--- src/rtl/multicycle_ctrl_fsm_pkg.sv ---
// Shared constants for the multicycle MIPS-subset controller: opcodes,
// state encoding and datapath mux select encodings.
package ctrl_pkg;

   localparam logic [5:0] OP_RTYPE = 6'b000000;
   localparam logic [5:0] OP_ADDI  = 6'b001000;
   localparam logic [5:0] OP_LW    = 6'b100011;
   localparam logic [5:0] OP_SW    = 6'b101011;
   localparam logic [5:0] OP_BEQ   = 6'b000100;
   localparam logic [5:0] OP_BNE   = 6'b000101;
   localparam logic [5:0] OP_BLEZ  = 6'b000110;
   localparam logic [5:0] OP_BGTZ  = 6'b000111;
   localparam logic [5:0] OP_J     = 6'b000010;
   localparam logic [5:0] OP_JAL   = 6'b000011;

   typedef enum logic [3:0] {
      S_FETCH, S_DECODE, S_EXEC_R, S_EXEC_I, S_WB_R, S_WB_I, S_MEM_ADDR,
      S_MEM_RD, S_MEM_WB, S_MEM_WR, S_BRANCH, S_JUMP, S_JAL, S_ILLEGAL
   } state_e;

   typedef enum logic [2:0] {PWC_NONE, PWC_BEQ, PWC_BNE, PWC_BLEZ, PWC_BGTZ} pcwcond_e;
   typedef enum logic [1:0] {SRCB_REGB, SRCB_FOUR, SRCB_IMM, SRCB_IMM_SH2} srcb_e;
   typedef enum logic [1:0] {PSRC_ALU, PSRC_ALUOUT, PSRC_JUMP} psrc_e;
   typedef enum logic [1:0] {RD_RT, RD_RD, RD_R31} regdst_e;
   typedef enum logic [1:0] {M2R_ALUOUT, M2R_MDR, M2R_PC} memtoreg_e;

   // Branch opcodes 0001xx map onto the condition codes in order.
   function automatic pcwcond_e branch_cond(input logic [5:0] op);
      case (op[1:0])
         2'b00:   return PWC_BEQ;
         2'b01:   return PWC_BNE;
         2'b10:   return PWC_BLEZ;
         default: return PWC_BGTZ;
      endcase
   endfunction

endpackage

--- src/rtl/multicycle_ctrl_fsm_if.sv ---
// Controller <-> datapath bundle. illegal_op exists only when
// CTRL_ILLEGAL_TRAP_EN is defined.
interface multicycle_ctrl_fsm_if #(
   parameter int unsigned ALUOP_W = 4
);
   logic [5:0]         opCode;
   logic               mem_ready;
   logic [ALUOP_W-1:0] ALUOp;
   logic [2:0]         PCWriteCond;
   logic [1:0]         ALUSrcB;
   logic [1:0]         PCSource;
   logic [1:0]         RegDst;
   logic [1:0]         MemtoReg;
   logic               PCWrite;
   logic               IorD;
   logic               MemRead;
   logic               MemWrite;
   logic               IRWrite;
   logic               ALUSrcA;
   logic               RegWrite;
   logic               instr_done;
   logic               mem_timeout;
`ifdef CTRL_ILLEGAL_TRAP_EN
   logic               illegal_op;
`endif

   modport master (
      input  opCode, mem_ready,
      output ALUOp, PCWriteCond, ALUSrcB, PCSource, RegDst, MemtoReg, PCWrite,
             IorD, MemRead, MemWrite, IRWrite, ALUSrcA, RegWrite, instr_done,
             mem_timeout
`ifdef CTRL_ILLEGAL_TRAP_EN
      , output illegal_op
`endif
   );

   modport slave (
      output opCode, mem_ready,
      input  ALUOp, PCWriteCond, ALUSrcB, PCSource, RegDst, MemtoReg, PCWrite,
             IorD, MemRead, MemWrite, IRWrite, ALUSrcA, RegWrite, instr_done,
             mem_timeout
`ifdef CTRL_ILLEGAL_TRAP_EN
      , input illegal_op
`endif
   );

endinterface

--- src/rtl/multicycle_ctrl_fsm_wait_timer.sv ---
// Memory wait counter: counts stalled cycles, flags the cycle on which the
// wait has lasted MEM_TIMEOUT cycles, and clears whenever no stall is pending.
module ctrl_wait_timer #(
   parameter int unsigned MEM_TIMEOUT = 255
) (
   input  logic clk,
   input  logic rst_n,
   input  logic waiting,
   input  logic ready,
   output logic expired
);
   localparam int unsigned CW = $clog2(MEM_TIMEOUT + 1);

   logic [CW-1:0] cnt_q, cnt_d;

   // count_q holds completed stall cycles, so the MEM_TIMEOUT-th stall sees MEM_TIMEOUT-1
   always_comb begin
      expired = waiting && !ready && (cnt_q == CW'(MEM_TIMEOUT - 1));
      cnt_d   = '0;
      if (waiting && !ready && !expired) cnt_d = cnt_q + 1'b1;
   end

   always_ff @(posedge clk or negedge rst_n) begin
      if (!rst_n) cnt_q <= '0;
      else        cnt_q <= cnt_d;
   end

endmodule

--- src/rtl/multicycle_ctrl_fsm.sv ---
// Multicycle MIPS-subset control FSM. Outputs decode combinationally from the
// state (and mem_ready in wait states). Optional: CTRL_ILLEGAL_TRAP_EN.
module multicycle_ctrl_fsm
   import ctrl_pkg::*;
#(
   parameter int unsigned ALUOP_W     = 4,
   parameter int unsigned ALU_ADD     = 1,
   parameter int unsigned ALU_SUB     = 2,
   parameter int unsigned ALU_RTYPE   = 0,
   parameter int unsigned MEM_TIMEOUT = 255
) (
   input  logic                    clk,
   input  logic                    reset,
   multicycle_ctrl_fsm_if.master   bus
);
   state_e state_q, state_d;
   logic   waiting, timeout;

   assign waiting = (state_q == S_FETCH) || (state_q == S_MEM_RD) || (state_q == S_MEM_WR);

   ctrl_wait_timer #(.MEM_TIMEOUT(MEM_TIMEOUT)) u_timer (
      .clk     (clk),
      .rst_n   (reset),
      .waiting (waiting),
      .ready   (bus.mem_ready),
      .expired (timeout)
   );

   always_comb begin
      state_d         = state_q;
      bus.ALUOp       = '0;
      bus.PCWriteCond = PWC_NONE;
      bus.ALUSrcB     = SRCB_REGB;
      bus.PCSource    = PSRC_ALU;
      bus.RegDst      = RD_RT;
      bus.MemtoReg    = M2R_ALUOUT;
      bus.PCWrite     = 1'b0;
      bus.IorD        = 1'b0;
      bus.MemRead     = 1'b0;
      bus.MemWrite    = 1'b0;
      bus.IRWrite     = 1'b0;
      bus.ALUSrcA     = 1'b0;
      bus.RegWrite    = 1'b0;
      bus.instr_done  = 1'b0;
      bus.mem_timeout = 1'b0;
`ifdef CTRL_ILLEGAL_TRAP_EN
      bus.illegal_op  = 1'b0;
`endif
      case (state_q)
         S_FETCH: begin
            bus.MemRead = 1'b1;
            bus.ALUSrcB = SRCB_FOUR;
            bus.ALUOp   = ALUOP_W'(ALU_ADD);
            if (bus.mem_ready) begin
               bus.IRWrite = 1'b1;
               bus.PCWrite = 1'b1;
               state_d     = S_DECODE;
            end
         end
         S_DECODE: begin
            bus.ALUSrcB = SRCB_IMM_SH2;
            bus.ALUOp   = ALUOP_W'(ALU_ADD);
            case (bus.opCode)
               OP_RTYPE:                         state_d = S_EXEC_R;
               OP_ADDI:                          state_d = S_EXEC_I;
               OP_LW, OP_SW:                     state_d = S_MEM_ADDR;
               OP_BEQ, OP_BNE, OP_BLEZ, OP_BGTZ: state_d = S_BRANCH;
               OP_J:                             state_d = S_JUMP;
               OP_JAL:                           state_d = S_JAL;
               default:                          state_d = S_ILLEGAL;
            endcase
         end
         S_EXEC_R: begin
            bus.ALUSrcA = 1'b1;
            bus.ALUOp   = ALUOP_W'(ALU_RTYPE);
            state_d     = S_WB_R;
         end
         S_EXEC_I: begin
            bus.ALUSrcA = 1'b1;
            bus.ALUSrcB = SRCB_IMM;
            bus.ALUOp   = ALUOP_W'(ALU_ADD);
            state_d     = S_WB_I;
         end
         S_WB_R, S_WB_I: begin
            bus.RegWrite   = 1'b1;
            bus.RegDst     = (state_q == S_WB_R) ? RD_RD : RD_RT;
            bus.instr_done = 1'b1;
            state_d        = S_FETCH;
         end
         S_MEM_ADDR: begin
            bus.ALUSrcA = 1'b1;
            bus.ALUSrcB = SRCB_IMM;
            bus.ALUOp   = ALUOP_W'(ALU_ADD);
            state_d     = (bus.opCode == OP_SW) ? S_MEM_WR : S_MEM_RD;
         end
         S_MEM_RD: begin
            bus.IorD    = 1'b1;
            bus.MemRead = 1'b1;
            if (bus.mem_ready) state_d = S_MEM_WB;
         end
         S_MEM_WB: begin
            bus.RegWrite   = 1'b1;
            bus.MemtoReg   = M2R_MDR;
            bus.instr_done = 1'b1;
            state_d        = S_FETCH;
         end
         S_MEM_WR: begin
            bus.IorD     = 1'b1;
            bus.MemWrite = 1'b1;
            if (bus.mem_ready) begin
               bus.instr_done = 1'b1;
               state_d        = S_FETCH;
            end
         end
         S_BRANCH: begin
            bus.ALUSrcA     = 1'b1;
            bus.ALUOp       = ALUOP_W'(ALU_SUB);
            bus.PCSource    = PSRC_ALUOUT;
            bus.PCWriteCond = branch_cond(bus.opCode);
            bus.instr_done  = 1'b1;
            state_d         = S_FETCH;
         end
         S_JUMP: begin
            bus.PCWrite    = 1'b1;
            bus.PCSource   = PSRC_JUMP;
            bus.instr_done = 1'b1;
            state_d        = S_FETCH;
         end
         S_JAL: begin
            bus.RegWrite   = 1'b1;
            bus.RegDst     = RD_R31;
            bus.MemtoReg   = M2R_PC;
            bus.PCWrite    = 1'b1;
            bus.PCSource   = PSRC_JUMP;
            bus.instr_done = 1'b1;
            state_d        = S_FETCH;
         end
         default: begin
`ifdef CTRL_ILLEGAL_TRAP_EN
            bus.illegal_op = 1'b1;
`else
            bus.instr_done = 1'b1;
            state_d        = S_FETCH;
`endif
         end
      endcase
      // An aborted wait commits nothing: the store strobe is withdrawn too.
      if (timeout) begin
         bus.mem_timeout = 1'b1;
         bus.MemWrite    = 1'b0;
         state_d         = S_FETCH;
      end
   end

   always_ff @(posedge clk or negedge reset) begin
      if (!reset) state_q <= S_FETCH;
      else        state_q <= state_d;
   end

endmodule

--- src/flat_wrapper.sv ---
// flat-port wrapper written by rule: the top's interface ports become plain ports
module multicycle_ctrl_fsm_flat import ctrl_pkg::*;
#(
   parameter int unsigned ALUOP_W     = 4,
   parameter int unsigned ALU_ADD     = 1,
   parameter int unsigned ALU_SUB     = 2,
   parameter int unsigned ALU_RTYPE   = 0,
   parameter int unsigned MEM_TIMEOUT = 255
)
  (clk, reset, bus_opCode, bus_mem_ready, bus_ALUOp, bus_PCWriteCond, bus_ALUSrcB, bus_PCSource, bus_RegDst, bus_MemtoReg, bus_PCWrite, bus_IorD, bus_MemRead, bus_MemWrite, bus_IRWrite, bus_ALUSrcA, bus_RegWrite, bus_instr_done, bus_mem_timeout);
  multicycle_ctrl_fsm_if #(.ALUOP_W(ALUOP_W)) bus_i ();
  input  logic clk;
  input  logic reset;
  input wire logic [$bits(bus_i.opCode)-1:0] bus_opCode;
  input wire logic [$bits(bus_i.mem_ready)-1:0] bus_mem_ready;
  output wire logic [$bits(bus_i.ALUOp)-1:0] bus_ALUOp;
  output wire logic [$bits(bus_i.PCWriteCond)-1:0] bus_PCWriteCond;
  output wire logic [$bits(bus_i.ALUSrcB)-1:0] bus_ALUSrcB;
  output wire logic [$bits(bus_i.PCSource)-1:0] bus_PCSource;
  output wire logic [$bits(bus_i.RegDst)-1:0] bus_RegDst;
  output wire logic [$bits(bus_i.MemtoReg)-1:0] bus_MemtoReg;
  output wire logic [$bits(bus_i.PCWrite)-1:0] bus_PCWrite;
  output wire logic [$bits(bus_i.IorD)-1:0] bus_IorD;
  output wire logic [$bits(bus_i.MemRead)-1:0] bus_MemRead;
  output wire logic [$bits(bus_i.MemWrite)-1:0] bus_MemWrite;
  output wire logic [$bits(bus_i.IRWrite)-1:0] bus_IRWrite;
  output wire logic [$bits(bus_i.ALUSrcA)-1:0] bus_ALUSrcA;
  output wire logic [$bits(bus_i.RegWrite)-1:0] bus_RegWrite;
  output wire logic [$bits(bus_i.instr_done)-1:0] bus_instr_done;
  output wire logic [$bits(bus_i.mem_timeout)-1:0] bus_mem_timeout;
  assign bus_i.opCode = bus_opCode;
  assign bus_i.mem_ready = bus_mem_ready;
  assign bus_ALUOp = bus_i.ALUOp;
  assign bus_PCWriteCond = bus_i.PCWriteCond;
  assign bus_ALUSrcB = bus_i.ALUSrcB;
  assign bus_PCSource = bus_i.PCSource;
  assign bus_RegDst = bus_i.RegDst;
  assign bus_MemtoReg = bus_i.MemtoReg;
  assign bus_PCWrite = bus_i.PCWrite;
  assign bus_IorD = bus_i.IorD;
  assign bus_MemRead = bus_i.MemRead;
  assign bus_MemWrite = bus_i.MemWrite;
  assign bus_IRWrite = bus_i.IRWrite;
  assign bus_ALUSrcA = bus_i.ALUSrcA;
  assign bus_RegWrite = bus_i.RegWrite;
  assign bus_instr_done = bus_i.instr_done;
  assign bus_mem_timeout = bus_i.mem_timeout;
  multicycle_ctrl_fsm #(.ALUOP_W(ALUOP_W), .ALU_ADD(ALU_ADD), .ALU_SUB(ALU_SUB), .ALU_RTYPE(ALU_RTYPE), .MEM_TIMEOUT(MEM_TIMEOUT)) u_core (.clk(clk), .reset(reset), .bus(bus_i));
endmodule
--- config.mk ---
export PLATFORM = sky130hd
export DESIGN_NAME = multicycle_ctrl_fsm_flat
export DESIGN_NICKNAME = d
export VERILOG_FILES = /design/src/rtl/multicycle_ctrl_fsm_pkg.sv /design/src/rtl/multicycle_ctrl_fsm_if.sv /design/src/rtl/multicycle_ctrl_fsm_wait_timer.sv /design/src/rtl/multicycle_ctrl_fsm.sv /design/src/flat_wrapper.sv
export SDC_FILE = /design/constraint.sdc
export NUM_CORES = 1
export LEC_CHECK = 0
export ABC_AREA = 1
export BUFFER_PORTS_ARGS = -buffer_cell sky130_fd_sc_hd__buf_2
export CAP_MARGIN = 15
export CORE_MARGIN = 2
export CORE_UTILIZATION = 30
export CTS_CLUSTER_SIZE = 40
export DETAILED_ROUTE_END_ITERATION = 10
export GPL_TIMING_DRIVEN = 0
export SLEW_MARGIN = 20
export SYNTH_ARGS = -nofsm -noshare
export SYNTH_HDL_FRONTEND = slang
export SYNTH_HIERARCHICAL = 1
export SYNTH_SLANG_ARGS = --single-unit
--- constraint.sdc ---
create_clock -name clk -period 3.17 [get_ports clk]
set_clock_uncertainty 0.2 [all_clocks]
set_input_delay 0.4755 -clock clk [delete_from_list [all_inputs] [get_ports clk]]
set_output_delay 0.4755 -clock clk [all_outputs]
set_load 0.1 [all_outputs]
==> run summary <==
Mapped Area -> 1112 um2
Vias in the first global route -> 965
HP Start -> u_core/u_timer/cnt_q[0]
WS Path Type -> register to primary output
Core area -> 3606 um2
CP Buf/Inv Count -> 4
RR Endpoint -> u_core/state_q[0]
CTS H-tree lvls -> 1
Die ar. -> 4211 um2
Clock-pin slew on the worst setup and hold paths -> 0.05 ns
Slew Viols, Final -> 0
Drt drc -> 0
Number of setup buffers added after CTS -> 0
Placed cell area -> 1360 um2
Initial drt markers -> 56
Design Area, Final -> 1411 um2
Initial Util -> 30.85%
# setup viols final -> 0
Crit. End Element -> primary output
Total global-route track usage -> 11.99%
Worst hold-check path type -> register to register
Layout area overhead -> 26.88%
TritonCTS clock tree -> done
Multi-input logic area -> 699.4 um2
RSZ-0062 raised after global routing -> false
Period utilization -> 87.73%
Syn avg cell area -> 6.430 um2
Gpl congestion -> 0.7468
Commonest cells post-synth -> nand2_1 (42), nor2_1 (27), inv_1 (24)
Max cap viols -> 0
Antenna Nets Post-Route -> 0
Fmax -> 359.6 MHz
TritonRoute pass-1 iters -> 4
Synth area leader -> dfrtp_1
Clock root buffer master -> clkbuf_8
Final Non-Filler Cells -> 256
Clk buf depth -> 2
Final wirelength -> 2425 um
FF+latch area -> 300.3 um2
GRT overflow -> 0
Share of the synthesized area in the top cell type -> 27.00%
CTS Buf Count -> 3
Cell variety after synth -> 28
Share of cells above drive strength 1 -> 31.25%
Die Ht -> 64.89 um
Worst Hold End -> u_core/u_timer/cnt_q[0]
Top Family by Delay on Critical Path -> buffers and inverters
Hold depth -> 1
Number of synthesized flops with an enable pin -> 0
Sequential-to-total area share from yosys stat -> 27.00%
Dpl hpwl -> 1989 um
Crit-path slowest cell -> buf_2
Largest net degree at the start of global routing -> 13
Crit-path cells -> inv_2 > nand2_2 > nor3_4 > inv_2 > nand3_2 > inv_1 > nor3_4 > buf_2
Reg-to-reg critical path startpoint -> u_core/state_q[2]
Buffers on Ports -> 30
CP Launch Type -> register
Dpl cells -> 252
Clock Sinks -> 12
ANT cells -> 0
Largest stage delay, worst path -> 0.47 ns
Worst-skew pair later-pin latency -> 0.24 ns
Post-Synthesis Cells -> 173
Drt wl/cell -> 9.473 um
Ys flop type -> dfrtp_1
Most frequent cell after synthesis -> nand2_1
Asr flop ratio synth -> 100.0%
First-pass GRT wire length -> 4133 um
Vias per cell -> 4.336
WP data arrival -> 2.11 ns
Fillers -> 397
Final hold viol count -> 0
Initial antenna violation count -> 0
Outcome -> completed
Via Count -> 1110
Yosys Warn Count -> 6
Worst Path Required -> 2.49 ns
NumNets Final -> 225
Rows -> 22
Reg2Reg Depth -> 12
Flop2flop setup slack -> 1.07 ns
DIE WIDTH -> 64.89 um
Max FO, Critical Path -> 6
Minimum clock period -> 2.781 ns
Synth Register Bits -> 12
Ranking of synthesized cells by area -> dfrtp_1 (27%), nand2_1 (14%), nor2_1 (9.1%), inv_1 (8.1%), ha_1 (6.7%)
I/O pin cnt -> 33
==> area by class of cell <==
| class | count | area share [%] |
|---|---|---|
| clock buffer | 3 | 2.926 |
| inverter | 29 | 7.713 |
| timing repair buffer | 31 | 11.35 |
| buffer | 5 | 2.926 |
| sequential | 12 | 21.28 |
| tap | 48 | 4.255 |
| multi-input combinational | 128 | 49.56 |
==> layout by cell type, fill, tap and decap left out, drive strengths merged <==
master and instances:
nand4 3, inv 29, or2 1, o211ai 1, dfrtp 12, ha 6, conb 2, o21bai 2
o21ai 5, nor2 31, a21oi 5, dlygate4sd3 1, a21boi 1, nor3 4, nand2 47, xnor2 1
nand3 16, buf 35, clkbuf 3, xor2 2, and2 1
==> kinds of logic after synthesis <==
| group | count (synthesis) | synth area share, % |
|---|---|---|
| compound gates | 14 | 7.537 |
| xor+xnor | 3 | 2.363 |
| fa+ha+maj | 6 | 6.749 |
| buf+inv | 34 | 13.50 |
| flops | 12 | 27.00 |
| other cells | 1 | 0.3371 |
| simple gates | 103 | 42.52 |
==> metrics by stage <==
stage	setup TNS [ns]	util (%)	hold WS [ns]	setup slack [ns]
finish	0	39.14	0.3074	0.3889
global route	0	39.14	0.3309	0.2595
CTS	0	39.14	0.3098	0.3764
detailed placement	0	37.72	0.1644	0.6339
global placement	0	37.72	0.1668	0.6507
floorplan	-0.4784	-	-0.02009	-0.09541
==> metal layers <==
metal,global-route usage (%),vias to the layer above,share of wire [%]
met4,3.191,0,0.87
met2,19.33,13,48
met1,17.09,492,49
li1,-,603,-
met3,1.042,2,2.1
met5,0,-,0
==> worst max-delay path by stage <==
stage                       from               to  slack (ns)  depth (start not counted)
6_report       u_core/state_q[2]  bus_mem_timeout        0.39                          8
5_1_grt        u_core/state_q[2]  bus_mem_timeout        0.26                          8
4_1_cts        u_core/state_q[2]  bus_mem_timeout        0.38                          8
3_5_place_dp   u_core/state_q[2]  bus_mem_timeout        0.63                          8
3_3_place_gp   u_core/state_q[2]  bus_mem_timeout        0.65                          8
2_1_floorplan  u_core/state_q[0]      bus_PCWrite        -0.1                          5
==> flip-flops by register name, summed over array words and instances (netlist names) <==
signal	flops
u_core/u_timer/cnt_q	8
u_core/state_q	4
==> what timing repair did <==
action	in CTS	in global routing
hold endpoints to repair	12	0
resized for setup	0	0
hold buffers	1	0
Power is not shown: default switching activity piles up to over one toggle a cycle in this logic, so the estimate is an artifact.
